$ cat src/rtl/sqrt_pkg.sv
// sqrt_pkg: shared types and widths for the sqrt core dispatch logic.
//   OPERAND_W : operand width presented to the core (two's complement).
//   ROOT_W    : root width returned by the core.
//   state_e   : dispatch FSM states.
//   res_t     : result bundle {root, cflag, oflag} as held in the output register.
package sqrt_pkg;

    localparam int unsigned OPERAND_W = 32;
    localparam int unsigned ROOT_W    = 16;

    typedef enum logic [2:0] {
        ST_IDLE,
        ST_ISSUE,
        ST_WAIT0,
        ST_BUSY,
        ST_HOLD
    } state_e;

    typedef struct packed {
        logic [ROOT_W-1:0] root;
        logic              cflag;
        logic              oflag;
    } res_t;

endpackage

$ cat src/rtl/sqrt_dispatch_if.sv
// sqrt_dispatch_if: bundles the three streams around sqrt_dispatch.
//   operand stream : in_valid, in_ready, in_data
//   core handshake : sq_start, sq_operand, sq_ready, sq_result, sq_cflag, sq_oflag
//   result stream  : out_valid, out_ready, out_result, out_cflag, out_oflag
//   status         : fifo_count (operands queued, excluding the one in flight)
// Modports:
//   slave  : the dispatch block itself
//   master : the surrounding environment (producer, core, consumer)
interface sqrt_dispatch_if
    import sqrt_pkg::*;
#(
    parameter int unsigned DEPTH = 4,
    parameter int unsigned CW    = $clog2(DEPTH) + 1
);

    logic                 in_valid;
    logic                 in_ready;
    logic [OPERAND_W-1:0] in_data;

    logic                 sq_start;
    logic [OPERAND_W-1:0] sq_operand;
    logic                 sq_ready;
    logic [ROOT_W-1:0]    sq_result;
    logic                 sq_cflag;
    logic                 sq_oflag;

    logic                 out_valid;
    logic                 out_ready;
    logic [ROOT_W-1:0]    out_result;
    logic                 out_cflag;
    logic                 out_oflag;

    logic [CW-1:0]        fifo_count;

    modport slave (
        input  in_valid, in_data,
        output in_ready,
        output sq_start, sq_operand,
        input  sq_ready, sq_result, sq_cflag, sq_oflag,
        output out_valid, out_result, out_cflag, out_oflag,
        input  out_ready,
        output fifo_count
    );

    modport master (
        output in_valid, in_data,
        input  in_ready,
        input  sq_start, sq_operand,
        output sq_ready, sq_result, sq_cflag, sq_oflag,
        input  out_valid, out_result, out_cflag, out_oflag,
        output out_ready,
        input  fifo_count
    );

endinterface

$ cat src/rtl/sqrt_opfifo.sv
// sqrt_opfifo: synchronous FIFO holding operands awaiting dispatch.
//   clk, rst : clock, asynchronous active-high reset
//   push     : write wdata (ignored when full)
//   pop      : drop head entry (ignored when empty)
//   wdata    : write data
//   rdata    : head entry (combinational, valid when !empty)
//   full     : count == DEPTH
//   empty    : count == 0
//   count    : number of stored entries
// DEPTH must be a power of two so the pointers wrap naturally.
module sqrt_opfifo
    import sqrt_pkg::*;
#(
    parameter int unsigned DEPTH = 4,
    parameter int unsigned W     = OPERAND_W,
    parameter int unsigned CW    = $clog2(DEPTH) + 1
) (
    input  logic          clk,
    input  logic          rst,
    input  logic          push,
    input  logic          pop,
    input  logic [W-1:0]  wdata,
    output logic [W-1:0]  rdata,
    output logic          full,
    output logic          empty,
    output logic [CW-1:0] count
);

    localparam int unsigned AW = $clog2(DEPTH);

    logic [W-1:0]  mem_q [DEPTH];
    logic [W-1:0]  mem_d [DEPTH];
    logic [AW-1:0] wr_ptr_q, wr_ptr_d;
    logic [AW-1:0] rd_ptr_q, rd_ptr_d;
    logic [CW-1:0] count_q, count_d;

    logic do_push;
    logic do_pop;

    assign full    = (count_q == CW'(DEPTH));
    assign empty   = (count_q == '0);
    assign count   = count_q;
    assign rdata   = mem_q[rd_ptr_q];
    assign do_push = push && !full;
    assign do_pop  = pop && !empty;

    always_comb begin
        mem_d    = mem_q;
        wr_ptr_d = wr_ptr_q;
        rd_ptr_d = rd_ptr_q;
        count_d  = count_q;

        if (do_push) begin
            mem_d[wr_ptr_q] = wdata;
            wr_ptr_d        = wr_ptr_q + AW'(1);
        end
        if (do_pop) begin
            rd_ptr_d = rd_ptr_q + AW'(1);
        end

        case ({do_push, do_pop})
            2'b10:   count_d = count_q + CW'(1);
            2'b01:   count_d = count_q - CW'(1);
            default: count_d = count_q;
        endcase
    end

    always_ff @(posedge clk or posedge rst) begin
        if (rst) begin
            mem_q    <= '{default: '0};
            wr_ptr_q <= '0;
            rd_ptr_q <= '0;
            count_q  <= '0;
        end else begin
            mem_q    <= mem_d;
            wr_ptr_q <= wr_ptr_d;
            rd_ptr_q <= rd_ptr_d;
            count_q  <= count_d;
        end
    end

endmodule

$ cat src/rtl/sqrt_dispatch.sv
// sqrt_dispatch: upstream feeder for the sqrt core.
// Buffers operands in sqrt_opfifo, issues them one at a time to the core over
// its start/ready handshake and returns each root plus C/O flags, in order,
// on a registered valid/ready result stream.
// Ports:
//   clk, rst : clock, asynchronous active-high reset (shared with the core)
//   bus      : sqrt_dispatch_if.slave (operand stream, core handshake,
//              result stream, fifo_count)
// Parameters:
//   DEPTH    : operand FIFO entries (power of two, >= 2)
//   CW       : fifo_count width
// Configuration macro:
//   SQRT_DISPATCH_NEGBYPASS_EN : when defined, negative operands skip the core
//   and return root 0 with cflag=1, oflag=0.
module sqrt_dispatch
    import sqrt_pkg::*;
#(
    parameter int unsigned DEPTH = 4,
    parameter int unsigned CW    = $clog2(DEPTH) + 1
) (
    input  logic           clk,
    input  logic           rst,
    sqrt_dispatch_if.slave bus
);

    state_e               state_q, state_d;
    logic                 sq_start_q, sq_start_d;
    logic [OPERAND_W-1:0] sq_operand_q, sq_operand_d;
    logic                 out_valid_q, out_valid_d;
    res_t                 out_q, out_d;

    logic                 fifo_push;
    logic                 fifo_pop;
    logic [OPERAND_W-1:0] fifo_rdata;
    logic                 fifo_full;
    logic                 fifo_empty;
    logic [CW-1:0]        fifo_count;

    assign fifo_push = bus.in_valid && !fifo_full;

    sqrt_opfifo #(
        .DEPTH (DEPTH),
        .W     (OPERAND_W),
        .CW    (CW)
    ) u_fifo (
        .clk   (clk),
        .rst   (rst),
        .push  (fifo_push),
        .pop   (fifo_pop),
        .wdata (bus.in_data),
        .rdata (fifo_rdata),
        .full  (fifo_full),
        .empty (fifo_empty),
        .count (fifo_count)
    );

    // Only one operand is ever in flight, and a new one is issued only after
    // the output register has been drained, so results can never overtake or
    // overwrite each other.
    always_comb begin
        state_d      = state_q;
        sq_start_d   = 1'b0;
        sq_operand_d = sq_operand_q;
        out_valid_d  = out_valid_q;
        out_d        = out_q;
        fifo_pop     = 1'b0;

        case (state_q)
            ST_IDLE: begin
                if (!fifo_empty) begin
                    state_d = ST_ISSUE;
                end
            end

            ST_ISSUE: begin
                fifo_pop = 1'b1;
`ifdef SQRT_DISPATCH_NEGBYPASS_EN
                if (fifo_rdata[OPERAND_W-1]) begin
                    out_d       = '{root: '0, cflag: 1'b1, oflag: 1'b0};
                    out_valid_d = 1'b1;
                    state_d     = ST_HOLD;
                end else begin
                    sq_operand_d = fifo_rdata;
                    sq_start_d   = 1'b1;
                    state_d      = ST_WAIT0;
                end
`else
                sq_operand_d = fifo_rdata;
                sq_start_d   = 1'b1;
                state_d      = ST_WAIT0;
`endif
            end

            // The core's ready is still high from its previous result while it
            // samples the start pulse; skip one cycle before trusting it.
            ST_WAIT0: begin
                state_d = ST_BUSY;
            end

            ST_BUSY: begin
                if (bus.sq_ready) begin
                    out_d       = '{root: bus.sq_result, cflag: bus.sq_cflag, oflag: bus.sq_oflag};
                    out_valid_d = 1'b1;
                    state_d     = ST_HOLD;
                end
            end

            ST_HOLD: begin
                if (out_valid_q && bus.out_ready) begin
                    out_valid_d = 1'b0;
                    state_d     = fifo_empty ? ST_IDLE : ST_ISSUE;
                end
            end

            default: begin
                state_d = ST_IDLE;
            end
        endcase
    end

    always_ff @(posedge clk or posedge rst) begin
        if (rst) begin
            state_q      <= ST_IDLE;
            sq_start_q   <= 1'b0;
            sq_operand_q <= '0;
            out_valid_q  <= 1'b0;
            out_q        <= '0;
        end else begin
            state_q      <= state_d;
            sq_start_q   <= sq_start_d;
            sq_operand_q <= sq_operand_d;
            out_valid_q  <= out_valid_d;
            out_q        <= out_d;
        end
    end

    assign bus.in_ready   = !fifo_full;
    assign bus.sq_start   = sq_start_q;
    assign bus.sq_operand = sq_operand_q;
    assign bus.out_valid  = out_valid_q;
    assign bus.out_result = out_q.root;
    assign bus.out_cflag  = out_q.cflag;
    assign bus.out_oflag  = out_q.oflag;
    assign bus.fifo_count = fifo_count;

endmodule

$ cat src/flat_wrapper.sv
// flat-port wrapper written by rule: the top's interface ports become plain ports
module sqrt_dispatch_flat import sqrt_pkg::*;
#(
    parameter int unsigned DEPTH = 4,
    parameter int unsigned CW    = $clog2(DEPTH) + 1
)
  (clk, rst, bus_in_valid, bus_in_data, bus_in_ready, bus_sq_start, bus_sq_operand, bus_sq_ready, bus_sq_result, bus_sq_cflag, bus_sq_oflag, bus_out_valid, bus_out_result, bus_out_cflag, bus_out_oflag, bus_out_ready, bus_fifo_count);
  sqrt_dispatch_if #(.DEPTH(DEPTH), .CW(CW)) bus_i ();
  input  logic clk;
  input  logic rst;
  input wire logic [$bits(bus_i.in_valid)-1:0] bus_in_valid;
  input wire logic [$bits(bus_i.in_data)-1:0] bus_in_data;
  output wire logic [$bits(bus_i.in_ready)-1:0] bus_in_ready;
  output wire logic [$bits(bus_i.sq_start)-1:0] bus_sq_start;
  output wire logic [$bits(bus_i.sq_operand)-1:0] bus_sq_operand;
  input wire logic [$bits(bus_i.sq_ready)-1:0] bus_sq_ready;
  input wire logic [$bits(bus_i.sq_result)-1:0] bus_sq_result;
  input wire logic [$bits(bus_i.sq_cflag)-1:0] bus_sq_cflag;
  input wire logic [$bits(bus_i.sq_oflag)-1:0] bus_sq_oflag;
  output wire logic [$bits(bus_i.out_valid)-1:0] bus_out_valid;
  output wire logic [$bits(bus_i.out_result)-1:0] bus_out_result;
  output wire logic [$bits(bus_i.out_cflag)-1:0] bus_out_cflag;
  output wire logic [$bits(bus_i.out_oflag)-1:0] bus_out_oflag;
  input wire logic [$bits(bus_i.out_ready)-1:0] bus_out_ready;
  output wire logic [$bits(bus_i.fifo_count)-1:0] bus_fifo_count;
  assign bus_i.in_valid = bus_in_valid;
  assign bus_i.in_data = bus_in_data;
  assign bus_in_ready = bus_i.in_ready;
  assign bus_sq_start = bus_i.sq_start;
  assign bus_sq_operand = bus_i.sq_operand;
  assign bus_i.sq_ready = bus_sq_ready;
  assign bus_i.sq_result = bus_sq_result;
  assign bus_i.sq_cflag = bus_sq_cflag;
  assign bus_i.sq_oflag = bus_sq_oflag;
  assign bus_out_valid = bus_i.out_valid;
  assign bus_out_result = bus_i.out_result;
  assign bus_out_cflag = bus_i.out_cflag;
  assign bus_out_oflag = bus_i.out_oflag;
  assign bus_i.out_ready = bus_out_ready;
  assign bus_fifo_count = bus_i.fifo_count;
  sqrt_dispatch #(.DEPTH(DEPTH), .CW(CW)) u_core (.clk(clk), .rst(rst), .bus(bus_i));
endmodule
$ cat config.mk
export PLATFORM = sky130hd
export DESIGN_NAME = sqrt_dispatch_flat
export DESIGN_NICKNAME = d
export VERILOG_FILES = /design/src/rtl/sqrt_pkg.sv /design/src/rtl/sqrt_dispatch_if.sv /design/src/rtl/sqrt_opfifo.sv /design/src/rtl/sqrt_dispatch.sv /design/src/flat_wrapper.sv
export SDC_FILE = /design/constraint.sdc
export NUM_CORES = 1
export LEC_CHECK = 0
export CAP_MARGIN = 20
export CORE_AREA = 2 2 115 145
export CTS_CLUSTER_SIZE = 20
export DETAILED_ROUTE_END_ITERATION = 16
export DIE_AREA = 0 0 117 147
export PLACE_DENSITY = 0.83
export SYNTH_ARGS = -nofsm -noshare
export SYNTH_HDL_FRONTEND = slang
export SYNTH_SLANG_ARGS = --single-unit
$ cat constraint.sdc
create_clock -name clk -period 7.3 [get_ports clk]
set_input_delay 1.46 -clock clk [delete_from_list [all_inputs] [get_ports clk]]
set_output_delay 1.46 -clock clk [all_outputs]
set_load 0.005 [all_outputs]
==> impl_metrics.toml <==
[outcome]
status = "completed"

[power]
peakVddDrop_uv = 275
clkPwrFrac_pct = 19.8
p_sw_share_pct = 30.9
power_density_nw_per_um2 = 478
switching_power_mw = 1.53
internal-power_mw = 3.41
p_comb_share_pct = 40.2
leakage_nw = 4.66
p_total_mw = 4.94
p_seq_share_pct = 40.0

[clock_network]
cts_tree = "built"
cts-root-buf = "clkbuf_16"
cts_buffers = 17
htree_levels = 4
clkLatencyLatePin_ps = 430
post_cts_buffers = 0
ctsHoldBuffers = 0
ctsResizeCount = 0
clock_path_buffers = 2
path_clk_slew_ps = 60
cts_num_sinks = 190

[place]
hpwlAfterDp_um = 10800
portBuffers = 110
gp_congestion = 0.743
dp.cells = 837
placement.cell_area_sq_um = 9640

[worst_hold_path]
holdPathStages = 2
min_path_type = "reg2reg"

[floorplan]
die_area_sq_um = 17200
initial_core_util_pct = 54.1
core_region_area_sq_um = 15900
die_h_um = 147
die_w_um = 117
ioPinCount = 111
rows = 52

[grt]
overflow = 0
antenna_found_initial = 1
grt_pass1_wl_um = 30300
grt.total_usage_pct = 23.1
grt_max_degree = 116
grt_pass1_vias = 5587

[setup_path]
cp-start-kind = "flip-flop"
cp_cell_sequence = "or3b_1, clkdlybuf4s50_1"
end_kind = "output port"
crit_family = "simple AND/OR/NAND/NOR gates"
crit_fanout = 6
critPathRequiredTime_ps = 5840
cp_slowest_cell = "or3b_1"
timing.critical_path.buf_inv = 1
cp.arrival_ps = 1840
rr_worst_depth = 5
crit_type = "reg2out"
slowest_delay_ps = 490
crit_cells = 2

[drt]
first_pass_iters = 5
vias = 4953
wl_per_cell_um = 21.3
vias_per_cell = 5.68
routed_wirelength_um = 18600
ant_nets = 0
drc_errors = 0
drtIter0Drc = 300

[sta]
rsz0062_at_grt = "no"
setup_violations = 0
slew-limit-headroom_pct = 33.0
fin_crit_sh_pct = 45.3
worst_slew_pin_slew_ps = 1000
min_period_ps = 3300
fmaxAchievable_mhz = 303
slew_viol_final = 0
tns_ps = 0
hold_viol_final = 0
skew_ps = 9.21

[finish]
fin_cells = 872
finish.instance_area_sq_um = 10300
utilization_pct = 64.8
syn_to_final_growth_pct = 19.8
layout.nets = 703
nFillCells = 1094
drive_above_1_share_pct = 29.3

[synthesis]
syn_area_per_cell_sq_um = 15.8
synth_common_cells = "dfrtp_1 (190), mux2_4 (120), mux2i_1 (64)"
synth_top_area_share_pct = 55.1
ys_ff_latch = 190
yosysUniqueCellTypes = 28
yosysTopAreaCell = "dfrtp_1"
yosysWarnings = 0
syn-cell-area_sq_um = 8620
async_reset_ff_share_pct = 100
yosysMostFrequentCell = "dfrtp_1"
synth_top_flop_cell = "dfrtp_1"
postSynthCellCount = 547
synth-edff-count = 0
yosysSeqAreaShare_pct = 55.1
syn_nets = 608
ys_top_cells_by_area = "dfrtp_1 (55%), mux2_4 (21%), mux2i_1 (7.4%), mux2_2 (3.7%), o221ai_1 (3.3%)"

[job]
drv_cap = 0
logic make-up after synthesis:
group           share of synthesized area (%)
flops                                    55.1
xor+xnor                                0.610
compound gates                           3.53
mux                                      32.0
fa+ha+maj                               0.958
buf+inv                                  4.60
simple gates                             3.18
per-stage QoR:
step                hold slack, ps  setup WS [ps]
floorplan                      456            670
global placement               474           3730
detailed placement             482           3620
CTS                            500           3950
global route                   520           3910
finish                         498           4000
tightest hold or removal path, cell delays in order, from the launching register on:
cell and delay [ps]:
dfrtp_1 350, nand2_1 50, o221ai_1 60
power by group through the flow:
stage	clock network (mW)	logic (mW)	registers, mW
finish	0.978	1.98	1.98
floorplan	0	1.50	1.85
CTS	0.989	1.92	2.03
global placement	0	1.82	1.99
detailed placement	0	1.89	2.03
global route	1.03	2.13	2.03
path summary, 6_finish.rpt:
path,slack (ps),start,endpoint
min in group asynchronous,1320,rst,u_core.u_fifo.mem_q[40]
hold reg to reg,500,u_core.bus.sq_operand[23],u_core.bus.sq_operand[23]
setup reg to reg,4580,u_core.state_q[2],u_core.u_fifo.count[1]
setup / recovery,4000,u_core.u_fifo.count[0],bus_in_ready
hold / removal,500,u_core.bus.sq_operand[23],u_core.bus.sq_operand[23]
max in group asynchronous,4280,rst,u_core.u_fifo.mem_q[43]
routing by layer:
metal	vias up	track usage [%]	wire length (um)
li1	2153	-	-
met1	2652	29.8	7850
met2	123	38.0	9620
met3	25	5.16	819
met4	0	8.65	316
met5	-	0	0
layout make-up:
type / instances / area [sq um] / share of cell area (%)
sequential: 190 / 4760 / 46.1
antenna: 1 / 2.50 / 0.0242
inverter: 4 / 20.0 / 0.194
clock buffer: 23 / 498 / 4.82
tap: 216 / 270 / 2.62
clock inverter: 9 / 131 / 1.27
timing repair buffer: 114 / 1170 / 11.3
multi-input combinational: 315 / 3480 / 33.7
placed cells by master (no fill, tap or decap), types with 2 or more instances in the layout:
cell type,n
dfrtp_1,189
buf_16,2
mux2_2,28
nor3_1,2
xnor2_1,3
ha_1,5
clkdlybuf4s50_1,110
nand2_1,37
o221ai_1,32
and3_4,4
inv_1,3
nand3_1,2
clkinvlp_4,3
buf_4,2
clkinv_4,2
clkinv_2,2
mux2i_1,64
mux2_4,120
clkbuf_8,5
xor2_1,3
nor2_1,5
bufinv_16,3
clkbuf_16,17
registers in the layout (all words and copies together), names as in the netlist:
signal                  flops
u_core.bus.out_cflag        1
u_core.bus.out_oflag        1
u_core.bus.out_result      16
u_core.bus.out_valid        1
u_core.bus.sq_operand      32
u_core.bus.sq_start         1
u_core.state_q              3
u_core.u_fifo.count         3
u_core.u_fifo.mem_q       128
u_core.u_fifo.rd_ptr_q      2
u_core.u_fifo.wr_ptr_q      2
Power figures use the tool's default switching activity.
